`src/rtl/dla_output_signature.sv`:
```
// Output-signature collector: round-robin arbitration over accelerator output lanes,
// folding each accepted word into a MISR and publishing the result once per frame.
module dla_output_signature #(
  parameter int                LANES  = 4,
  parameter int                DATA_W = 16,
  parameter int                WORDS  = 64,
  parameter logic [DATA_W-1:0] SEED   = 16'hACE1
) (
  input  logic                     clk,
  input  logic                     rst,
  input  logic                     i_start,
  input  logic [LANES-1:0]         i_valid,
  input  logic [LANES*DATA_W-1:0]  i_data,
  output logic [LANES-1:0]         o_ready,
  output logic                     o_busy,
  output logic                     o_sig_valid,
  output logic [DATA_W-1:0]        o_signature,
  output logic                     o_dummy_out
);

  localparam int PTR_W = (LANES > 1) ? $clog2(LANES) : 1;
  localparam int CNT_W = $clog2(WORDS) + 1;
  localparam logic [CNT_W-1:0] LAST_CNT = CNT_W'(WORDS - 1);
  localparam logic [PTR_W-1:0] LAST_LANE = PTR_W'(LANES - 1);

  typedef enum logic [1:0] {
    IDLE    = 2'd0,
    COLLECT = 2'd1,
    DONE    = 2'd2
  } state_t;

  state_t              state_q, state_d;
  logic [DATA_W-1:0]   misr_q, misr_d;
  logic [DATA_W-1:0]   sig_q, sig_d;
  logic [CNT_W-1:0]    cnt_q, cnt_d;
  logic [PTR_W-1:0]    ptr_q, ptr_d;

  logic [LANES-1:0]    grant;
  logic [PTR_W-1:0]    grant_idx;
  logic                accept;
  logic [DATA_W-1:0]   grant_data;
  logic [DATA_W-1:0]   misr_next;
  logic [PTR_W:0]      search_sum;
  logic [PTR_W-1:0]    search_idx;

  // Taps at DATA_W-1, -3, -4, -6 give x^16+x^14+x^13+x^11+1 for the 16-bit case.
  function automatic logic [DATA_W-1:0] misr_step(input logic [DATA_W-1:0] m,
                                                  input logic [DATA_W-1:0] d);
    logic fb;
    fb = m[DATA_W-1] ^ m[DATA_W-3] ^ m[DATA_W-4] ^ m[DATA_W-6];
    return {m[DATA_W-2:0], fb} ^ d;
  endfunction

  function automatic logic [PTR_W-1:0] ptr_advance(input logic [PTR_W-1:0] g);
    return (g == LAST_LANE) ? '0 : g + 1'b1;
  endfunction

  // Round-robin search starting at ptr_q; the first valid lane found wins.
  always_comb begin
    grant      = '0;
    grant_idx  = '0;
    accept     = 1'b0;
    search_sum = '0;
    search_idx = '0;
    if (state_q == COLLECT) begin
      for (int i = 0; i < LANES; i++) begin
        search_sum = {1'b0, ptr_q} + (PTR_W+1)'(i);
        if (search_sum >= (PTR_W+1)'(LANES)) begin
          search_sum = search_sum - (PTR_W+1)'(LANES);
        end
        search_idx = search_sum[PTR_W-1:0];
        if (!accept && i_valid[search_idx]) begin
          accept            = 1'b1;
          grant[search_idx] = 1'b1;
          grant_idx         = search_idx;
        end
      end
    end
  end

  always_comb begin
    grant_data = '0;
    for (int k = 0; k < LANES; k++) begin
      if (grant[k]) begin
        grant_data = i_data[k*DATA_W +: DATA_W];
      end
    end
  end

  assign misr_next = misr_step(misr_q, grant_data);

  always_comb begin
    state_d = state_q;
    misr_d  = misr_q;
    sig_d   = sig_q;
    cnt_d   = cnt_q;
    ptr_d   = ptr_q;
    unique case (state_q)
      IDLE: begin
        if (i_start) begin
          state_d = COLLECT;
          misr_d  = SEED;
          cnt_d   = '0;
          ptr_d   = '0;
        end
      end
      COLLECT: begin
        if (accept) begin
          misr_d = misr_next;
          cnt_d  = cnt_q + 1'b1;
          ptr_d  = ptr_advance(grant_idx);
          // Signature is captured on the same edge as the final word so it lines up with DONE.
          if (cnt_q == LAST_CNT) begin
            state_d = DONE;
            sig_d   = misr_next;
          end
        end
      end
      DONE: begin
        state_d = IDLE;
      end
      default: begin
        state_d = IDLE;
      end
    endcase
  end

  always_ff @(posedge clk or posedge rst) begin
    if (rst) begin
      state_q <= IDLE;
      misr_q  <= SEED;
      sig_q   <= '0;
      cnt_q   <= '0;
      ptr_q   <= '0;
    end else begin
      state_q <= state_d;
      misr_q  <= misr_d;
      sig_q   <= sig_d;
      cnt_q   <= cnt_d;
      ptr_q   <= ptr_d;
    end
  end

  assign o_ready     = grant;
  assign o_busy      = (state_q == COLLECT);
  assign o_sig_valid = (state_q == DONE);
  assign o_signature = sig_q;
  assign o_dummy_out = ^sig_q;

endmodule
```
`config.mk`:
```
export PLATFORM = sky130hd
export DESIGN_NAME = dla_output_signature
export DESIGN_NICKNAME = d
export VERILOG_FILES = /design/src/rtl/dla_output_signature.sv
export SDC_FILE = /design/constraint.sdc
export NUM_CORES = 1
export LEC_CHECK = 0
export CORE_MARGIN = 1.5
export CORE_UTILIZATION = 49
export DETAILED_ROUTE_END_ITERATION = 12
export HOLD_SLACK_MARGIN = 0.1
export PLACE_DENSITY = 0.8
export SLEW_MARGIN = 0
export SYNTH_ARGS = -nofsm -noshare
export SYNTH_HDL_FRONTEND = slang
export SYNTH_SLANG_ARGS = --single-unit
```
`constraint.sdc`:
```
create_clock -name clk -period 4.3 [get_ports clk]
set_input_delay 0.43 -clock clk [delete_from_list [all_inputs] [get_ports clk]]
set_output_delay 0.43 -clock clk [all_outputs]
set_load 0.05 [all_outputs]
```
==> key figures, run 1 <==
Logic synthesis
  • Fraction of registers with async set/reset: 100%
  • Post-synth top area cell: dfrtp_1
  • Yosys top cell area share: about a quarter
  • Distinct cells, synth: 55
  • Syn Inst Count: slightly above 400
  • Synth area leaders: dfrtp_1, xnor2_1, dfstp_2
  • Syn Area/Cell: ~8.4 um^2
  • Commonest cells post-synth: nand2_1, nor2_1, dfrtp_1
  • Post-Syn Area: ~0.0034 mm^2
  • Count leader, synth: nand2_1
  • Primary FF master, synth: dfrtp_1
  • Post-synth EDFFs: 0
  • Seq/Total Area, Yosys: about a third
  • Synth Register Bits: 43
  • Post-Syn Nets: roughly 490
  • YS warnings: 0

Worst setup path
  • R2R Setup Slk: ~0.51 ns
  • Startpoint types: flop
  • Critical Path RT: roughly 3.9 ns
  • Largest stage delay, worst path: approximately 0.84 ns
  • CP max-delay cell: clkdlybuf4s50_1
  • Crit path cell chain: inv_1 > ha_1 > or3b_4 > a2111oi_4 > o21ai_0 > a21oi_1 > clkdlybuf4s50_1
  • Critical path type: flop to output pin
  • R2R cell count: 10
  • CP endpoint kind: output pin
  • Critical Path AT: approximately 3.4 ns
  • Crit Path Max Fanout: 10

Routing
  • DR pass1 iterations: 5
  • Routed length per instance: between 15 and 20 um
  • DR iter-0 viols: 291
  • Vias per cell: around 5.9
  • DRT Wirelength: between 9000 and 10000 um
  • DR vias: between 3000 and 4000
  • Post-route ant nets: 0
  • DRC viols: 0

STA
  • Sum Neg Setup Slack: 0 ns
  • Final hold violations: 0
  • Clk_skew: 0.00795 ns
  • Final setup violation count: 0
  • Worst Tran Pin Value: 0.914 ns
  • Slew HR: between 30% and 40%
  • Final slew viol count: 0
  • RSZ-0062 raised after global routing: no
  • Final Cycle Share: 88.8%
  • Setup ws final: between 0.4 and 0.5 ns
  • Fmax achieved: 262 MHz
  • Final Critical Period: about 3.8 ns

Pwr
  • Worst vdd ir: around 0.8 mV
  • Final total power: 3.33 mW
  • LEAKAGE: roughly 1.7 nW
  • Pwr Density: roughly 740 mW/mm^2

Clock tree
  • CTS buffer count: 5
  • CTS tree: done
  • Clock root buffer: clkbuf_8
  • Worst-path clk slew: 0.09 ns
  • CTS sink cnt: 43
  • CTS H-tree depth: 2
  • CTS Buffer Depth: 2
  • Setup bufs post-CTS: 0
  • Clock Latency Late Sink: approximately 0.29 ns
  • Post-CTS sizing: 0
  • Hold buffers post-CTS: 0

Global routing
  • GR Util met3: 2.76%
  • Grt peak-use layer: met2
  • Total track usage: 26.9%
  • Number of global-route vias before repair: between 3000 and 4000
  • First-pass GRT wire length: 16000 um
  • Total grt overflow: 0
  • Initial antenna violation count: 0
  • GRT met1 Usage: about two fifths
  • Largest net degree at the start of global routing: 44
  • Met2 global-route usage: approximately 42%

Min path
  • Hold Crit Class: flop to flop
  • Hold Path Cell Cnt: 1

Layout
  • Area of the multi-input gates: roughly 0.0021 mm^2
  • Fill count: between 500 and 600
  • Reg area: roughly 0.0011 mm^2
  • Layout overhead on the synthesized area: 31.1%
  • Ant diodes: 0
  • Layout Cells excl Fill: 586
  • Fraction of layout instances using a drive strength above 1: about 9%
  • Post-route cell area: 0.00450 mm^2
  • NumNets Final: 568

Floorplanning
  • Die W: a little under 90 um
  • Die H: 86.6 um
  • Full die area: ~0.0075 mm^2
  • Initial cell density of the core: 50.5%
  • # IOs: 94
  • Core footprint: ~0.0068 mm^2
  • Core Rows: 30

Placement
  • GPL Wtd Cong: approximately 0.88
  • Placed cell count: ~580
  • IO Port Bufs: a little over 90
  • Hpwl dp: slightly above 7000 um
  • Pre-CTS setup slack: between 0.4 and 0.5 ns
  • Placed cell area: 0.00440 mm^2

Outcome
  • Status: completed

Run
  • Max cap viols: 0
==> critical path, delay by kind of cell (launching register included) <==
kind	cells	cell delay (ns)
compound gates	3	0.84
simple gates	1	0.42
buf+inv	2	1.06
flops	1	0.39
fa+ha+maj	1	0.38
==> final timing paths <==
| kind | start | end |
|---|---|---|
| hold / removal | misr_q[4] | misr_q[5] |
| max in group asynchronous | rst | misr_q[13] |
| hold reg to reg | misr_q[4] | misr_q[5] |
| min in group asynchronous | rst | o_signature[1] |
| setup / recovery | ptr_q[0] | o_ready[0] |
| setup reg to reg | ptr_q[0] | o_signature[10] |
==> cells by family after synthesis <==
family	share of synthesized area [%]
buf+inv	5.66
compound gates	27.6
xor+xnor	8.18
fa+ha+maj	2.92
simple gates	20.2
mux	3.83
flops	31.7
==> placed cells by master (no fill, tap or decap), types with 9 or more instances in the layout <==
cell and count:
a21oi_1 25, clkdlybuf4s50_1 91, a32oi_1 9, xnor2_1 26, inv_1 15, a31oi_1 11
nor2_1 37, dfrtp_1 35, nand3_1 10, buf_4 11, o21ai_0 17, nand2_1 51
==> power by group <==
group / switching [mW] / internal [mW] / total [mW]
logic: 1.38 / 0.957 / 2.34
registers: 0.150 / 0.573 / 0.722
clock network: 0.140 / 0.130 / 0.270
==> area by class of cell <==
| type | instances | area share [%] |
|---|---|---|
| Clock inverter | 1 | 0.111 |
| Multi-Input combinational cell | 322 | 47.8 |
| Sequential cell | 43 | 24.2 |
| Clock buffer | 7 | 1.92 |
| Tap cell | 96 | 2.67 |
| Timing Repair Buffer | 102 | 22.1 |
| Inverter | 15 | 1.25 |
==> through the flow <==
step           utilization [%]  hold WS [ns]
6_report                  66.2         0.511
5_1_grt                   66.2         0.535
4_1_cts                   66.2         0.508
3_5_place_dp              64.8         0.496
3_3_place_gp              64.8         0.477
2_1_floorplan                -         0.462
==> registers in the layout, indices dropped and copies added, names as in the netlist <==
name         cells
o_signature     16
cnt_q            7
state_q          2
ptr_q            2
misr_q          16
==> routing by layer <==
metal | share of wire [%] | up-vias
li1 | - | 1673
met3 | 4.5 | 20
met4 | 1.7 | 0
met5 | 0 | -
met1 | 46 | 1664
met2 | 48 | 126
Power figures use the tool's default switching activity.
==> run 2, diff against run 1 <==
- CORE_UTILIZATION: 49 -> 30
- PLACE_DENSITY: 0.8 -> 0.53
==> key figures, run 2 (synthesized netlist as in run 1, its figures left out) <==
Pwr
  • Final total power: between 3 and 4 mW
  • Net Sw Power: roughly 1.7 mW
  • Pwr Density: approximately 760 mW/mm^2
  • Part of the power in combinational logic: approximately 67%
  • Sw frac: 47.5%
  • Sequential share of power: 20.3%
  • Clock network power share: 12.7%
  • Worst vdd ir: just over 0.4 mV
  • Pint: between 1.5 and 2 mW
  • LEAKAGE: 1.80 nW

Placement
  • Placed cell count: around 630
  • Hpwl dp: ~8400 um
  • Placed cell area: 0.00453 mm^2
  • GPL Wtd Cong: about 0.83
  • IO Port Bufs: 93

Worst setup path
  • Critical Path AT: between 3 and 4 ns
  • Crit Path Max Fanout: 10
  • R2R Setup Slk: between 0.6 and 0.7 ns
  • Critical path type: flop to output pin
  • Startpoint types: flop
  • Worst r2r src: ptr_q[0]
  • Largest stage delay, worst path: ~0.85 ns
  • CP endpoint kind: output pin
  • R2R cell count: 11
  • Critical Path RT: 3.87 ns
  • CP max-delay cell: clkdlybuf4s50_1
  • Crit path cell chain: inv_1 > ha_1 > or3b_4 > a2111oi_4 > o21ai_0 > a21oi_1 > clkdlybuf4s50_1
  • FF-to-FF End: o_signature[10]

Min path
  • Hold Path Origin: misr_q[4]
  • Hold Path Cell Cnt: 1
  • Hold Crit Class: flop to flop
  • Hold Path Sink: misr_q[5]

STA
  • Slew HR: 57.1%
  • Final hold violations: 0
  • Final slew viol count: 0
  • Worst Tran Pin Value: around 0.64 ns
  • Fmax achieved: around 260 MHz
  • Final Cycle Share: between 90% and 100%
  • Sum Neg Setup Slack: 0 ns
  • RSZ-0062 raised after global routing: no
  • Final setup violation count: 0
  • Final Critical Period: about 3.9 ns
  • Clk_skew: roughly 0.005 ns

Layout
  • Layout Cells excl Fill: about 630
  • Layout overhead on the synthesized area: 37.1%
  • Fill count: about 1100
  • Fraction of layout instances using a drive strength above 1: 9.72%
  • Leading cell type in the layout, fill and taps excluded: clkdlybuf4s50_1
  • Fin util: a little over two fifths
  • Most frequent cells in the layout: clkdlybuf4s50_1, nand2_1, nor2_1, dfrtp_1, xnor2_1
  • Ant diodes: 0
  • Post-route cell area: between 0.004 and 0.005 mm^2
  • NumNets Final: between 500 and 600

Clock tree
  • Hold buffers post-CTS: 0
  • Setup bufs post-CTS: 0
  • Worst-path clk slew: roughly 0.060 ns
  • Clock Latency Late Sink: a little under 0.3 ns
  • CTS Buffer Depth: 2
  • CTS H-tree depth: 2
  • Clock root buffer: clkbuf_16
  • CTS sink cnt: between 40 and 50
  • CTS buffer count: 5
  • CTS tree: done
  • Post-CTS sizing: 0

Global routing
  • Total grt overflow: 0
  • Total track usage: around a fifth
  • Initial antenna violation count: 0
  • First-pass GRT wire length: ~18000 um
  • Largest net degree at the start of global routing: 44
  • Number of global-route vias before repair: ~3300

Floorplanning
  • Core footprint: 0.0110 mm^2
  • Full die area: between 0.01 and 0.015 mm^2
  • Core Rows: 38
  • Die H: approximately 110 um
  • # IOs: 94
  • Die W: 110 um
  • Initial cell density of the core: between 30% and 40%

Routing
  • Routed length per instance: between 15 and 20 um
  • DR iter-0 viols: 223
  • Post-route ant nets: 0
  • DR pass1 iterations: 5
  • DRT Wirelength: about 11000 um
  • DR vias: 3468
  • Vias per cell: about 5.5
  • DRC viols: 0

Run
  • Max cap viols: 0

Outcome
  • Status: completed
==> run 2: cell count changes in the layout (fill, tap and decap cells not counted), moves of 2 or more <==
cell | previous run | this run
buf_12 | 0 | 2
buf_4 | 11 | 13
clkbuf_16 | 0 | 5
clkbuf_8 | 6 | 1
==> run 2: layout make-up <==
| cell class | count | area, um^2 | share of cell area, % |
|---|---|---|---|
| inverters | 15 | 56.3 | 1.20 |
| flip-flops and latches | 43 | 1090 | 23.1 |
| multi-input cells | 322 | 2160 | 46.0 |
| clock buffers | 6 | 139 | 2.96 |
| repair buffers | 106 | 1050 | 22.3 |
| well taps | 140 | 175 | 3.73 |
| clock inverters | 2 | 35.0 | 0.745 |
==> run 2: worst max-delay path: cells and delay by family, from the launching register on <==
| kind | cells | cell delay, ns |
|---|---|---|
| flip-flops | 1 | 0.37 |
| adder cells (fa/ha/maj) | 1 | 0.39 |
| AO/OA/AOI/OAI | 3 | 0.89 |
| buffers and inverters | 2 | 1.08 |
| AND/OR/NAND/NOR | 1 | 0.43 |
==> run 2: how the worst max path moves through the flow <==
stage / startpoint / to / slack, ns
after floorplan: ptr_q[0] / o_signature[14] / 0.14
after global placement: i_valid[2] / o_signature[10] / 0.64
after detailed placement: i_valid[2] / o_signature[10] / 0.60
after CTS: ptr_q[0] / o_ready[0] / 0.40
after global routing: ptr_q[0] / o_ready[0] / 0.26
final: ptr_q[0] / o_ready[0] / 0.41
==> run 2: through the flow <==
step / hold WS (ns) / setup slack, ns
after floorplan: 0.462 / 0.142
after global placement: 0.481 / 0.645
after detailed placement: 0.491 / 0.596
after CTS: 0.500 / 0.400
after global routing: 0.513 / 0.263
final: 0.497 / 0.413
==> run 2: routing by layer <==
layer | track usage [%] | vias up | part of all wire [%]
met5 | 0 | - | 0
met4 | 4.45 | 0 | 1.2
met3 | 2.43 | 10 | 4.7
met2 | 31.0 | 106 | 49
met1 | 26.9 | 1667 | 46
li1 | - | 1685 | -
==> run 2: power groups by stage <==
stage               Sequential (mW)  Clock (mW)  Combinational [mW]
floorplan                     0.695           0                1.79
detailed placement            0.735           0                2.39
global route                  0.757       0.474                2.63
finish                        0.728       0.455                2.40
global placement              0.734           0                2.36
CTS                           0.728       0.459                2.40
==> run 3, diff against run 2 <==
- CORE_ASPECT_RATIO: unset -> 1.1
==> key figures, run 3 (synthesized netlist as in run 1, its figures left out) <==
Outcome
  • Status: completed

Floorplanning
  • Die W: around 100 um
  • Initial cell density of the core: 31.1%
  • Core footprint: ~0.011 mm^2
  • Die H: 115 um
  • Full die area: ~0.012 mm^2
  • Core Rows: 40
  • # IOs: 94

STA
  • Final setup violation count: 0
  • Clk_skew: ~0.0059 ns
  • RSZ-0062 raised after global routing: no
  • Worst Tran Pin Value: between 0.6 and 0.7 ns
  • Final slew viol count: 0
  • Setup ws final: roughly 0.35 ns
  • Fmax achieved: roughly 250 MHz
  • Final Cycle Share: between 90% and 100%
  • Slew HR: ~54%
  • Final Critical Period: 3.95 ns
  • Sum Neg Setup Slack: 0 ns
  • Final hold violations: 0

Worst setup path
  • Critical Path AT: ~3.5 ns
  • R2R cell count: 11
  • CP endpoint kind: output pin
  • Crit path from: ptr_q[0]
  • Crit Path Max Fanout: 10
  • Worst r2r src: ptr_q[0]
  • Startpoint types: flop
  • Critical Path RT: 3.87 ns
  • Critical path type: flop to output pin

Min path
  • Hold Path Origin: misr_q[4]
  • Hold Path Cell Cnt: 1
  • Hold Crit Class: flop to flop

Global routing
  • First-pass GRT wire length: ~17000 um
  • Number of global-route vias before repair: around 3300
  • Largest net degree at the start of global routing: between 40 and 50
  • Total track usage: approximately 18%
  • Initial antenna violation count: 0
  • Total grt overflow: 0

Layout
  • NumNets Final: between 500 and 600
  • Fraction of layout instances using a drive strength above 1: about a tenth
  • Ant diodes: 0
  • Leading cell type in the layout, fill and taps excluded: clkdlybuf4s50_1
  • Layout overhead on the synthesized area: 37.6%
  • Post-route cell area: roughly 0.0047 mm^2
  • Most frequent cells in the layout: clkdlybuf4s50_1, nand2_1, nor2_1, dfrtp_1, xnor2_1

Clock tree
  • CTS tree: done
  • CTS buffer count: 5
  • CTS sink cnt: between 40 and 50
  • Setup bufs post-CTS: 0
  • Post-CTS sizing: 0
  • Worst-path clk slew: 0.06 ns
  • Hold buffers post-CTS: 0
  • CTS H-tree depth: 2
  • Clock Latency Late Sink: between 0.2 and 0.3 ns
  • Clock root buffer: clkbuf_16
  • CTS Buffer Depth: 2

Routing
  • DR iter-0 viols: approximately 150
  • Post-route ant nets: 0
  • Vias per cell: 5.30
  • DR pass1 iterations: 4
  • DR vias: ~3400
  • DRC viols: 0
  • Routed length per instance: ~17 um
  • DRT Wirelength: 10800 um

Pwr
  • Sw frac: approximately 47%
  • Worst vdd ir: between 0.3 and 0.4 mV
  • LEAKAGE: 1.79 nW
  • Sequential share of power: between 20 and 25%
  • Clock network power share: 13.5%
  • Pwr Density: 767 mW/mm^2
  • Part of the power in combinational logic: between 60% and 70%
  • Pint: 1.93 mW
  • Net Sw Power: around 1.7 mW

Placement
  • Pre-CTS setup slack: 0.507 ns
  • Placed cell area: ~0.0045 mm^2
  • Hpwl dp: 8140 um
  • GPL Wtd Cong: 0.862
  • IO Port Bufs: 93

Run
  • Max cap viols: 0
[run 3: routing by layer]
layer	wire, um	track usage [%]	vias up
li1	-	-	1682
met1	4690	22.6	1631
met2	5620	33.0	75
met3	411	2.44	6
met4	77	3.56	0
met5	0	0	-
[run 3: final timing paths]
path / endpoint / slack [ns]
max: o_ready[0] / 0.35
min: misr_q[5] / 0.50
max reg2reg: o_signature[10] / 0.60
min reg2reg: misr_q[5] / 0.50
max in group asynchronous: o_signature[2] / 3.29
min in group asynchronous: o_signature[8] / 0.61
[run 3: area by class of cell]
class / instances / area [um^2]
flip-flops and latches: 43 / 1090
repair buffers: 105 / 1040
inverters: 15 / 56.3
well taps: 147 / 184
clock inverters: 2 / 60.1
clock buffers: 6 / 129
multi-input cells: 322 / 2160
fillers: 1123 / 6290
[run 3: metrics by stage]
stage	util (%)	cells	hold slack (ns)	total power, mW
floorplan	-	410	0.462	2.48
global placement	41.1	632	0.478	3.10
detailed placement	41.1	632	0.490	3.13
CTS	42.8	640	0.499	3.64
global route	42.8	640	0.528	3.90
finish	42.8	640	0.496	3.62
[run 3: critical path: stages (launching register included)]
cell	delay, ns
dfrtp_1	0.37
inv_1	0.23
ha_1	0.39
or3b_4	0.43
a2111oi_4	0.46
o21ai_0	0.23
a21oi_1	0.27
clkdlybuf4s50_1	0.86
[run 3: power groups by stage]
stage               sequential, mW  clock (mW)  combinational (mW)
floorplan                    0.695           0                1.79
global placement             0.729           0                2.37
detailed placement           0.730           0                2.40
CTS                          0.724       0.496                2.42
global route                 0.747       0.518                2.64
finish                       0.725       0.487                2.40
